[config.mk]
export PLATFORM = sky130hd
export DESIGN_NAME = loop_deglitch_qual
export DESIGN_NICKNAME = d
export VERILOG_FILES = /design/src/rtl/loop_deglitch_qual.sv
export SDC_FILE = /design/constraint.sdc
export NUM_CORES = 1
export LEC_CHECK = 0
export ABC_AREA = 1
export CAP_MARGIN = 10
export CORE_ASPECT_RATIO = 1.4
export CORE_MARGIN = 8
export CORE_UTILIZATION = 40
export DETAILED_ROUTE_END_ITERATION = 8
export GPL_ROUTABILITY_DRIVEN = 0
export GPL_TIMING_DRIVEN = 0
export PLACE_DENSITY_LB_ADDON = 0.1
export SLEW_MARGIN = 20
export SYNTH_ARGS = -nofsm -noshare
export SYNTH_HDL_FRONTEND = slang
export SYNTH_SLANG_ARGS = --single-unit
[constraint.sdc]
create_clock -name CELCLK -period 1.85 [get_ports CELCLK]
set_input_delay 0.185 -clock CELCLK [delete_from_list [all_inputs] [get_ports CELCLK]]
set_output_delay 0.185 -clock CELCLK [all_outputs]
set_load 0.1 [all_outputs]
[src/rtl/loop_deglitch_qual.sv]
// Deglitch/qualification stage feeding the loop-control digital buffer.
// Synchronises i_raw, qualifies rise/fall with separate windows, reports aborted windows.
module loop_deglitch_qual #(
  parameter int SYNC_STAGES = 2,
  parameter int CNT_W       = 6,
  parameter int RISE_CNT    = 8,
  parameter int FALL_CNT    = 4,
  parameter int GCNT_W      = 8
) (
  input  logic              CELCLK,
  input  logic              CELRSTN,
  input  logic              CELV,
  input  logic              CELG,
  input  logic              SUB,
  input  logic              en,
  input  logic              i_raw,
  output logic              o,
  output logic              glitch,
  output logic [GCNT_W-1:0] glitch_cnt,
  input  logic              glitch_clr,
  output logic [1:0]        dbg_state_o,
  output logic [CNT_W-1:0]  dbg_cnt_o
);

  if (SYNC_STAGES < 2 || SYNC_STAGES > 4 ||
      RISE_CNT < 1 || RISE_CNT > (2**CNT_W) - 1 ||
      FALL_CNT < 1 || FALL_CNT > (2**CNT_W) - 1 ||
      GCNT_W < 1) begin : g_param_check
    $error("loop_deglitch_qual: parameter out of range for CNT_W/SYNC_STAGES");
  end

  typedef enum logic [1:0] {
    LOW    = 2'd0,
    RISE_Q = 2'd1,
    HIGH   = 2'd2,
    FALL_Q = 2'd3
  } state_e;

  localparam logic [CNT_W-1:0]  RISE_C   = CNT_W'(RISE_CNT);
  localparam logic [CNT_W-1:0]  FALL_C   = CNT_W'(FALL_CNT);
  localparam logic [CNT_W-1:0]  CNT_ONE  = CNT_W'(1);
  localparam logic [GCNT_W-1:0] GCNT_MAX = '1;

  // Power/substrate pins exist only for netlisting.
  logic unused_pins;
  assign unused_pins = ^{CELV, CELG, SUB};

  logic [SYNC_STAGES-1:0] sync_q, sync_d;
  logic                   s;
  state_e                 state_q, state_d;
  logic [CNT_W-1:0]       cnt_q, cnt_d, cnt_inc;
  logic                   o_q, o_d;
  logic                   glitch_q, glitch_d;
  logic [GCNT_W-1:0]      gcnt_q, gcnt_d;

  assign sync_d  = {sync_q[SYNC_STAGES-2:0], i_raw};
  assign s       = sync_q[SYNC_STAGES-1];
  assign cnt_inc = cnt_q + CNT_ONE;

  always_ff @(posedge CELCLK or negedge CELRSTN) begin
    if (!CELRSTN) begin
      sync_q   <= '0;
      state_q  <= LOW;
      cnt_q    <= '0;
      o_q      <= 1'b0;
      glitch_q <= 1'b0;
      gcnt_q   <= '0;
    end else begin
      sync_q   <= sync_d;
      state_q  <= state_d;
      cnt_q    <= cnt_d;
      o_q      <= o_d;
      glitch_q <= glitch_d;
      gcnt_q   <= gcnt_d;
    end
  end

  always_comb begin
    state_d  = state_q;
    cnt_d    = cnt_q;
    glitch_d = 1'b0;
    if (!en) begin
      state_d = LOW;
      cnt_d   = '0;
    end else begin
      case (state_q)
        LOW: begin
          cnt_d = '0;
          if (s) begin
            if (RISE_C == CNT_ONE) begin
              state_d = HIGH;
            end else begin
              state_d = RISE_Q;
              cnt_d   = CNT_ONE;
            end
          end
        end
        RISE_Q: begin
          if (s) begin
            if (cnt_inc == RISE_C) begin
              state_d = HIGH;
              cnt_d   = '0;
            end else begin
              cnt_d = cnt_inc;
            end
          end else begin
            state_d  = LOW;
            cnt_d    = '0;
            glitch_d = 1'b1;
          end
        end
        HIGH: begin
          cnt_d = '0;
          if (!s) begin
            if (FALL_C == CNT_ONE) begin
              state_d = LOW;
            end else begin
              state_d = FALL_Q;
              cnt_d   = CNT_ONE;
            end
          end
        end
        FALL_Q: begin
          if (!s) begin
            if (cnt_inc == FALL_C) begin
              state_d = LOW;
              cnt_d   = '0;
            end else begin
              cnt_d = cnt_inc;
            end
          end else begin
            state_d  = HIGH;
            cnt_d    = '0;
            glitch_d = 1'b1;
          end
        end
        default: begin
          state_d = LOW;
          cnt_d   = '0;
        end
      endcase
    end
  end

  // o follows the next state so it changes on the same edge as the transition.
  always_comb begin
    o_d = (state_d == HIGH) || (state_d == FALL_Q);
  end

  // Clear has priority over a coincident glitch increment.
  always_comb begin
    gcnt_d = gcnt_q;
    if (glitch_clr) begin
      gcnt_d = '0;
    end else if (glitch_d && (gcnt_q != GCNT_MAX)) begin
      gcnt_d = gcnt_q + GCNT_W'(1);
    end
  end

  assign o           = o_q;
  assign glitch      = glitch_q;
  assign glitch_cnt  = gcnt_q;
  assign dbg_state_o = state_q;
  assign dbg_cnt_o   = cnt_q;

endmodule
==> flow_results.org <==
** Finish
- The top cell types in the final layout, fill and taps aside, are sky130_fd_sc_hd__nand2_1, sky130_fd_sc_hd__dlygate4sd2_1, sky130_fd_sc_hd__inv_1.
- The repair_antennas step left the layout with diodes totalling 0.
- Ratio of cells with drive above 1 in the final layout :: 14.1%
- Area overhead of the layout relative to synthesis :: 26.4%
- With fillers left out, the area of the finished cells amounts to 1340 sq um.
- In the final design database the tool counted 168 nets.
- After the flow finishes, the layout carries non-filler instances totaling 192.
- Most common library cell in the layout ignoring fill and taps :: sky130_fd_sc_hd__nand2_1
- Layout Utilization :: 52.3%

** Yosys
- Among all flip-flop cells after synthesis, the most frequent one is sky130_fd_sc_hd__dfrtp_1.
- In the synthesized netlist, the number of instances is 131.
- Async SR Flop Fraction :: 100%
- Number of warnings printed during yosys synthesis :: 0
- Of the synthesized area, sequential elements account for 47.2%.
- Synthesis instantiated 24 different standard cells from the library.
- Mean instance size in the synthesized netlist :: 8.09 sq um
- EDFF count, synth :: 0
- The synthesized netlist occupies a cell area of 1060 sq um.
- Count of state elements after synthesis :: 20
- The number of nets in the synthesized netlist is 141.

** Timing
- After layout, the minimum clock period comes to 1790 ps.
- Final-report setup violation count :: 0
- For the pin with the worst max-slew slack, the measured transition is 962 ps.
- Post-route setup TNS :: 0 ps
- Layout Skew :: 3.47 ps
- Min Hold Slack :: 329 ps
- Setup repair after global routing missed its margin :: false
- Of the available clock period, the critical path in the final layout requires 96.5%.
- Number of hold violations in the final report :: 0
- Derived from the worst setup path, the maximum achievable clock frequency is 0.560 GHz.
- Setup slack closes at 64.0 ps.
- Max-slew violation count :: 0
- Rel. slew slack :: 36.1%

** Worst setup path
- Worst-path maximum fanout :: 6
- Endpoint required time on the critical path :: 1660 ps
- Kind of cell adding the most delay to the critical path :: buffers and inverters
- Launching element type of the critical path :: flop
- Crit path buf inv count :: 1
- CP Capture Type :: output pin
- Walking the worst path, the cells encountered are dlygate4sd2_1.
- For this design, the slowest cell found on the critical path is sky130_fd_sc_hd__dlygate4sd2_1.
- Critical path class :: flop to output pin
- Arrival time of the worst setup path :: 1600 ps
- On the worst path, the slowest cell contributes a delay of 870 ps.

** Clock tree
- The later pin in the worst-skew pair is clocked with a latency of 290 ps.
- In this run the post-CTS setup repair buffer count came out at 0.
- Counting every sink on the clock net gives 20.
- Maximum level of the CTS H-tree :: 1
- The tree is rooted in a sky130_fd_sc_hd__clkbuf_4.
- Clock-pin slew of the registers on the worst-case setup and hold paths :: 100 ps
- The clock passes through at most 2 buffers.
- CTS buffer count :: 3
- CTS tree :: yes

** Global routing
- Antenna violations before repair :: 0
- GR Util All Layers :: 10.4%
- Entering global routing, the biggest net connects 21 pins.
- The number of global-route vias before repair came to 915.
- Global-route wire length before repair :: 3.82 mm
- Summed over all layers, the global routing overflow is 0.

** Pwr
- Worst supply voltage drop on vdd :: 0.000357 V
- Summed over all cells, the static leakage comes to 0.631 nW.
- Total power for the finished layout comes to 0.783 mW.
- In this run the power density over the cells is 584 nW/um^2.

** Drt
- DR WL/cell :: 12.0 um
- Total Wirelength :: 2.30 mm
- The first detailed-routing pass took 4 iterations.
- Summing over every cut layer, the via total after detailed routing is 939.
- Dividing the detail-routed via count by the number of cells gives 4.89.
- The count of nets left with antenna violations once routing finished came out at 0.
- Initial DRC count :: 16
- In the routed design, unresolved DRC markers number 0.

** Run
- Max-cap violations in this run came to 0.

** Die
- Measured along the x axis, the die boundary spans 59.5 um.
- I/O pins :: 26
- Placeable Area :: 2560 sq um
- The floorplan step defined a die boundary enclosing 4580 sq um.
- The floorplan has 22 rows.
- The die is 76.9 um tall.
- Starting utilization of the core area :: 41.4%

** Placement
- Number of port buffers :: 22
- Summing all placed instances gives a cell area of 1340 sq um.
- After legalization and detailed placement, the total HPWL measured 1.85 mm.
- Before CTS, the worst setup slack after placement is 96.8 ps.
- Once placement completed, the tool counted placed cells totaling 189.

** Worst hold path
- Path category of the worst min-delay check :: input pin to flop

** Outcome
- Status :: completed
-- worst register-to-register path: stages (launching register included) --
cell and delay [ps]:
sky130_fd_sc_hd__dfrtp_2 440, sky130_fd_sc_hd__ha_1 250, sky130_fd_sc_hd__nand3_1 80, sky130_fd_sc_hd__nand2_1 50, sky130_fd_sc_hd__nand2_1 130, sky130_fd_sc_hd__nand3_1 130, sky130_fd_sc_hd__nor2_1 140, sky130_fd_sc_hd__nand3_1 80
sky130_fd_sc_hd__nand2_1 80, sky130_fd_sc_hd__a21oi_1 60
-- worst paths after layout --
kind | from | to | slack (ps) | depth (start not counted)
max | glitch_cnt[3]$_DFFE_PN0P_ | glitch_cnt[3] | 60 | 1
min | i_raw | sync_q[0]$_DFF_PN0_ | 330 | 1
max reg2reg | dbg_cnt_o[0]$_DFF_PN0_ | o$_DFF_PN0_ | 290 | 9
min reg2reg | sync_q[0]$_DFF_PN0_ | sync_q[1]$_DFF_PN0_ | 360 | 0
max in group asynchronous | CELRSTN | dbg_state_o[1]$_DFF_PN0_ | 850 | 1
min in group asynchronous | CELRSTN | glitch_cnt[7]$_DFFE_PN0P_ | 400 | 1
-- synth_stat cells (2+ instances only) --
cell type | number | area, sq um
sky130_fd_sc_hd__dfrtp_1 | 20 | 500
sky130_fd_sc_hd__nand3_1 | 15 | 75.1
sky130_fd_sc_hd__nor2_1 | 16 | 60.1
sky130_fd_sc_hd__nor3_1 | 2 | 10.0
sky130_fd_sc_hd__ha_1 | 2 | 25.0
sky130_fd_sc_hd__nand2_2 | 2 | 12.5
sky130_fd_sc_hd__nand2_1 | 23 | 86.3
sky130_fd_sc_hd__o21a_1 | 2 | 15.0
sky130_fd_sc_hd__nand4_1 | 2 | 12.5
sky130_fd_sc_hd__inv_1 | 17 | 63.8
sky130_fd_sc_hd__a21oi_1 | 11 | 55.1
sky130_fd_sc_hd__o21ai_0 | 7 | 35.0
-- cell families after synthesis --
| logic type | share of synthesized area [%] |
|---|---|
| flops | 47.2 |
| xor+xnor | 1.65 |
| fa+ha+maj | 2.36 |
| simple gates | 30.6 |
| buf+inv | 6.37 |
| compound gates | 11.8 |
-- sequential cells by signal, summed over array words and instances (netlist names) --
| register | flops |
|---|---|
| dbg_state_o | 2 |
| glitch_cnt | 8 |
| sync_q | 2 |
| glitch | 1 |
| o | 1 |
| dbg_cnt_o | 6 |
-- per-layer routing --
layer | vias up | part of all wire [%] | GRT usage [%]
met4 | 0 | 1.4 | 4.80
met3 | 4 | 4.0 | 2.84
met1 | 438 | 42 | 11.2
li1 | 478 | - | -
met5 | - | 0 | 0
met2 | 19 | 53 | 17.7
-- area by class of cell --
| class | instances | area, sq um |
|---|---|---|
| multi-input cells | 93 | 492 |
| clock buffers | 3 | 22.5 |
| flip-flops and latches | 20 | 515 |
| fillers | 272 | 1220 |
| well taps | 36 | 45.0 |
| repair buffers | 22 | 198 |
| inverters | 18 | 67.6 |
-- report_power, final --
group | internal, mW | switching [mW]
Combinational | 0.0277 | 0.102
Clock | 0.0757 | 0.119
Sequential | 0.448 | 0.00994
-- what timing repair did --
| item | 4_1_cts | 5_1_grt |
|---|---|---|
| setup endpoints to repair | 18 | 0 |
| hold buffers | 0 | 0 |
| gates resized for setup | 18 | 0 |
Note: power is estimated with default switching activity, not from simulation.
